`src/rtl/sram_tile_streamer.sv`:
```
// stream_fifo: small generic synchronous FIFO with registered head.
// Latency: a word pushed at edge N is visible on pop_data after edge N.
// Backpressure: the caller must not push when full unless it pops in the same cycle.
//   Ports: push/push_data write side, pop/pop_data read side, count and not_empty status.
module stream_fifo #(
    parameter int W     = 64,
    parameter int DEPTH = 2
) (
    input  logic                         clk,
    input  logic                         rst,
    input  logic                         push,
    input  logic [W-1:0]                 push_data,
    input  logic                         pop,
    output logic [W-1:0]                 pop_data,
    output logic [$clog2(DEPTH+1)-1:0]   count,
    output logic                         not_empty
);
    localparam int AW = (DEPTH > 1) ? $clog2(DEPTH) : 1;
    localparam int CW = $clog2(DEPTH + 1);

    logic [W-1:0]  mem [DEPTH];
    logic [AW-1:0] wr_ptr;
    logic [AW-1:0] rd_ptr;

    assign pop_data  = mem[rd_ptr];
    assign not_empty = (count != '0);

    always_ff @(posedge clk) begin
        if (push) begin
            mem[wr_ptr] <= push_data;
        end
    end

    always_ff @(posedge clk or posedge rst) begin
        if (rst) begin
            wr_ptr <= '0;
            rd_ptr <= '0;
            count  <= '0;
        end else begin
            if (push) begin
                wr_ptr <= (wr_ptr == AW'(DEPTH - 1)) ? '0 : wr_ptr + 1'b1;
            end
            if (pop) begin
                rd_ptr <= (rd_ptr == AW'(DEPTH - 1)) ? '0 : rd_ptr + 1'b1;
            end
            case ({push, pop})
                2'b10:   count <= count + 1'b1;
                2'b01:   count <= count - 1'b1;
                default: count <= count;
            endcase
        end
    end

    a_no_overflow: assert property (@(posedge clk) disable iff (rst)
        !(push && !pop && (count == CW'(DEPTH))));
    a_no_underflow: assert property (@(posedge clk) disable iff (rst)
        !(pop && (count == '0)));
endmodule

// sram_tile_streamer: reads len consecutive SRAM words from base_addr and streams them out.
// Latency: start at E0, first read issued at E1, first beat valid after E2, done after E(len+2).
// Backpressure: m_ready=0 stops issue once 2 words are buffered/in flight; nothing is lost.
//   Ports: start/base_addr/len launch, busy/done status, sram_raddr/sram_rdata to the SRAM,
//   m_valid/m_ready/m_data/m_last output stream.
module sram_tile_streamer #(
    parameter int ADDR_W = 10,
    parameter int DATA_W = 64
) (
    input  logic              clk,
    input  logic              rst,
    input  logic              start,
    input  logic [ADDR_W-1:0] base_addr,
    input  logic [ADDR_W:0]   len,
    output logic              busy,
    output logic              done,
    output logic [ADDR_W-1:0] sram_raddr,
    input  logic [DATA_W-1:0] sram_rdata,
    output logic              m_valid,
    input  logic              m_ready,
    output logic [DATA_W-1:0] m_data,
    output logic              m_last
);
    localparam logic [ADDR_W:0] LEN_ONE = (ADDR_W + 1)'(1);

    typedef enum logic [1:0] {
        S_IDLE = 2'd0,
        S_RUN  = 2'd1,
        S_DONE = 2'd2
    } state_t;

    state_t            state;
    state_t            state_nxt;
    logic [ADDR_W-1:0] base_q;
    logic [ADDR_W-1:0] raddr_q;
    logic [ADDR_W:0]   len_q;
    logic [ADDR_W:0]   issued;
    logic [ADDR_W:0]   beats_sent;
    logic              inflight;
    logic              start_ok;
    logic              issue;
    logic              pop;
    logic              last_beat;
    logic [1:0]        fifo_count;
    logic [2:0]        occ;

    assign start_ok  = (state == S_IDLE) && start;
    assign pop       = m_valid & m_ready;
    assign last_beat = (beats_sent == (len_q - LEN_ONE));

    // Words buffered plus the one possibly in the SRAM pipe; a pop this cycle frees a slot,
    // so issue can continue back-to-back while the consumer keeps accepting.
    assign occ   = {1'b0, fifo_count} + {2'b00, inflight};
    assign issue = (state == S_RUN) && (issued < len_q) && (occ < (3'd2 + {2'b00, pop}));

    // The SRAM samples raddr at the issuing edge, so the address is presented combinationally
    // during the issue cycle and held from a register otherwise.
    assign sram_raddr = issue ? (base_q + issued[ADDR_W-1:0]) : raddr_q;

    assign busy   = (state == S_RUN);
    assign done   = (state == S_DONE);
    assign m_last = m_valid & last_beat;

    always_comb begin
        state_nxt = state;
        case (state)
            S_IDLE: begin
                if (start) begin
                    state_nxt = (len == '0) ? S_DONE : S_RUN;
                end
            end
            S_RUN: begin
                if (pop && last_beat) begin
                    state_nxt = S_DONE;
                end
            end
            S_DONE:  state_nxt = S_IDLE;
            default: state_nxt = S_IDLE;
        endcase
    end

    always_ff @(posedge clk or posedge rst) begin
        if (rst) begin
            state      <= S_IDLE;
            base_q     <= '0;
            len_q      <= '0;
            raddr_q    <= '0;
            issued     <= '0;
            beats_sent <= '0;
            inflight   <= 1'b0;
        end else begin
            state    <= state_nxt;
            // Read data returns one cycle after issue and is pushed that same edge.
            inflight <= issue;
            if (start_ok) begin
                base_q     <= base_addr;
                len_q      <= len;
                issued     <= '0;
                beats_sent <= '0;
            end else begin
                if (issue) begin
                    issued  <= issued + LEN_ONE;
                    raddr_q <= sram_raddr;
                end
                if (pop) begin
                    beats_sent <= beats_sent + LEN_ONE;
                end
            end
        end
    end

    stream_fifo #(
        .W     (DATA_W),
        .DEPTH (2)
    ) u_fifo (
        .clk       (clk),
        .rst       (rst),
        .push      (inflight),
        .push_data (sram_rdata),
        .pop       (pop),
        .pop_data  (m_data),
        .count     (fifo_count),
        .not_empty (m_valid)
    );
endmodule

```
`config.mk`:
```
export PLATFORM = sky130hd
export DESIGN_NAME = sram_tile_streamer
export DESIGN_NICKNAME = d
export VERILOG_FILES = /design/src/rtl/sram_tile_streamer.sv
export SDC_FILE = /design/constraint.sdc
export NUM_CORES = 1
export LEC_CHECK = 0
export BUFFER_PORTS_ARGS = -buffer_cell sky130_fd_sc_hd__buf_2
export CAP_MARGIN = 20
export CORE_ASPECT_RATIO = 1.75
export CORE_MARGIN = 3
export CORE_UTILIZATION = 55
export CTS_CLUSTER_DIAMETER = 60
export DETAILED_ROUTE_END_ITERATION = 12
export PLACE_DENSITY = 0.8
export SYNTH_ARGS = -nofsm -noshare
export SYNTH_HDL_FRONTEND = slang
export SYNTH_SLANG_ARGS = --single-unit
```
`constraint.sdc`:
```
create_clock -name clk -period 7.2 [get_ports clk]
set_clock_uncertainty 0.15 [all_clocks]
set_input_delay 0.72 -clock clk [delete_from_list [all_inputs] [get_ports clk]]
set_output_delay 0.72 -clock clk [all_outputs]
set_load 0.02 [all_outputs]
```
==> impl_metrics.ini <==
[status]
status = completed

[final_layout]
layout.nets = 877
stdcell_count = 957
multi_input_area_sq_um = 2760
drive_gt1_share_pct = 37.0
seqCellArea_sq_um = 5350
post-route-util_pct = 68.1
area_delta_synth_final_pct = 19.7
n_fill_cell = 1060

[routing]
vias = 5357
routed_via_density = 5.60
drc = 0
drt_iter0_markers = 224
routedWlPerCell_um = 18.3
drtAntennaViolNets = 0
wl_um = 17500
firstDrtPassIters = 4

[power_and_ir_drop]
clock_power_share_pct = 19.6
combPwrFrac_pct = 43.0
sw_frac_of_total_pct = 39.5
p_int_mw = 2.83
peakVddDrop_uv = 599
power.density_nw_per_um2 = 474
leakage_nw = 4.12
p_total_mw = 4.68
seq_power_share_pct = 37.4
p_switching_mw = 1.85

[yosys]
seq_area_frac_synth_pct = 64.7
synth_seq_cells = 188
async_reset_ff_share_pct = 31.9
ys.flop_type = edfxtp_1
syn-cell-area_sq_um = 8260
synth_cells = 590
synthesis.nets = 705
synth_edf_count = 128
syn_avg_cell_area_sq_um = 14.0
yosysWarnings = 0
synth.distinct_cells = 57

[floorplanning]
core_area_sq_um = 14500
die-area_sq_um = 16600
pin_count = 167
die_x_um = 98.6
die_h_um = 168
initial_core_util_pct = 56.9
std_cell_rows = 58

[sta]
rsz0062_at_grt = false
setup_slack_ns = 2.76
slew_violations = 0
worst_pin_slew_ns = 0.849
hold_viol = 0
setup_viol = 0
fin_crit_ns = 4.44
tns_ns = 0
period_share_pct = 61.7
fmax_mhz = 225
relSlewSlack_pct = 43.4

[hold_path]
hold_class = in -> reg
hold_end = u_fifo.mem[0][45]
worstHoldPathCells = 1
hp-start = sram_rdata[45]

[clock_tree]
cts_buffer_depth = 2
insertion_delay_ns = 0.42
post_cts_buffers = 0
cts-root-buf = clkbuf_16
cts_max_level = 4
cts_tree = built
cts_buffers = 17
ctsHoldBuffers = 0
cts_resized = 0
cts.clk_slew.worst_paths_ns = 0.08
cts_sinks = 188

[critical_path]
path_class = reg -> out
ff2ff_path_depth = 8
regToRegSetupSlack_ns = 3.93
required_ns = 6.33
critical_path.endpoint_type = primary output
r2r_end = raddr_q[8]
r2r-start = u_fifo.count[0]
cp-start-kind = register
critical_path.max_fanout = 28
cp.arrival_ns = 3.57

[place]
port_buffers = 166
gp_congestion = 0.813
dp_hpwl_um = 12500
dp.cells = 922
dp_slack_ns = 2.87

[global_route]
grt_pass1_wl_um = 28100
grt_max_degree = 66
overflow = 0
grtUsageTotal_pct = 21.7
first_global_vias = 5697
grt_antenna_before_repair = 3

[run]
max-cap-violations = 0
[state kept, by name, indices dropped and copies added (netlist names)]
register,count
issued,11
state,2
base_q,10
beats_sent,11
u_fifo.count,2
u_fifo.rd_ptr,1
u_fifo.mem,128
u_fifo.wr_ptr,1
len_q,11
raddr_q,10
inflight,1
[metal layers]
metal / up-vias / global-route usage [%] / wire, um / part of all wire [%]
li1: 2517 / - / - / -
met1: 2579 / 23.6 / 6280 / 36
met2: 206 / 39.2 / 9370 / 53
met3: 53 / 4.60 / 1060 / 6.0
met4: 2 / 11.6 / 795 / 4.5
met5: - / 0 / 13 / 0.074
[synthesized netlist by cell type (all sizes together) (2+ instances only)]
library cell    n  area share (%)
nand3           8            0.49
nand2          63             2.9
nor4            4            0.30
a221oi          2            0.21
o31ai           4            0.36
ha             25             3.8
mux2i           3            0.36
xor2           14             1.5
and4            2            0.21
buf             4            0.21
and2            2            0.15
or3             8            0.67
a21oi          20             1.3
inv            24             1.1
nor2b           4            0.30
or4             4            0.45
nor4b           2            0.21
a21o            4            0.36
nor2           22             1.0
nor3            6            0.36
a31o            2            0.21
and3            8            0.61
o41ai           2            0.21
dfrtp          60              18
nand4           6            0.45
edfxtp        128              47
o21ai          24             1.5
xnor2          20             2.1
clkbuf         15            0.68
mux2           80              11
o211ai          3            0.33
[how the worst max path moves through the flow]
stage / from / to / slack (ns) / depth (start not counted)
6_report: u_fifo.count[0] / sram_raddr[8] / 2.76 / 9
4_1_cts: len_q[2] / sram_raddr[0] / 2.58 / 9
5_1_grt: u_fifo.count[0] / sram_raddr[3] / 2.61 / 9
3_3_place_gp: m_ready / sram_raddr[8] / 3.02 / 8
3_5_place_dp: m_ready / sram_raddr[8] / 2.87 / 8
2_1_floorplan: inflight / u_fifo.mem[0][0] / 3.44 / 2
[cells in the final DEF, fill, tap and decap left out, types with 3 or more instances in the layout]
master and n:
nor3_1 6, buf_4 6, a21o_1 4, o21ai_0 14, nand3_1 8, edfxtp_1 128
o31ai_1 4, dfrtp_1 59, nor4_1 4, a21oi_1 19, mux2_1 13, o21ai_1 10
inv_2 3, mux2i_1 3, nand4_1 6, mux2_2 67, inv_8 5, and3_1 8
inv_1 21, xor2_1 14, nor2_1 20, nand2_1 63, clkbuf_16 17, inv_6 4
or3_1 7, buf_2 166, ha_1 25, xnor2_1 20, nor2b_1 4
[metrics by stage]
step | hold WS [ns] | area, sq um
global route | 0.304 | 9880
floorplan | 0.297 | 8260
finish | 0.324 | 9880
detailed placement | 0.322 | 9290
global placement | 0.309 | 9290
CTS | 0.309 | 9870
[cell families (layout without fill, tap and decap cells)]
family | count (synthesis) | after routing | synth area share, %
flops | 188 | 188 | 64.7
simple gates | 145 | 145 | 8.78
mux | 83 | 83 | 11.3
compound gates | 71 | 71 | 5.58
buf+inv | 43 | 228 | 1.99
xor+xnor | 34 | 34 | 3.61
fa+ha+maj | 26 | 26 | 4.03
other cells | 0 | 2 | 0
[final cells by class]
type,count,area share [%]
Antenna cell,2,0.0506
Clock buffer,18,4.34
Clock inverter,14,1.59
Inverter,24,0.911
Multi-Input combinational cell,359,27.9
Sequential cell,188,54.1
Tap cell,180,2.28
Timing Repair Buffer,172,8.86
[power groups by stage]
stage | clock, mW | combinational, mW | sequential, mW
CTS | 0.941 | 2.03 | 1.75
global route | 0.982 | 2.21 | 1.79
finish | 0.919 | 2.01 | 1.75
floorplan | 0 | 1.51 | 1.72
global placement | 0 | 1.95 | 1.74
detailed placement | 0 | 2.02 | 1.77
[critical path, cell delays in order (launching register included)]
cell and delay (ns):
dfrtp_1 0.46, ha_1 0.23, ha_1 0.27, o21ai_1 0.07, nor4b_1 0.47, o211ai_1 0.41
buf_4 0.29, inv_2 0.39, mux2_2 0.39, buf_2 0.16
No activity file was read; power rests on OpenSTA's default activity.
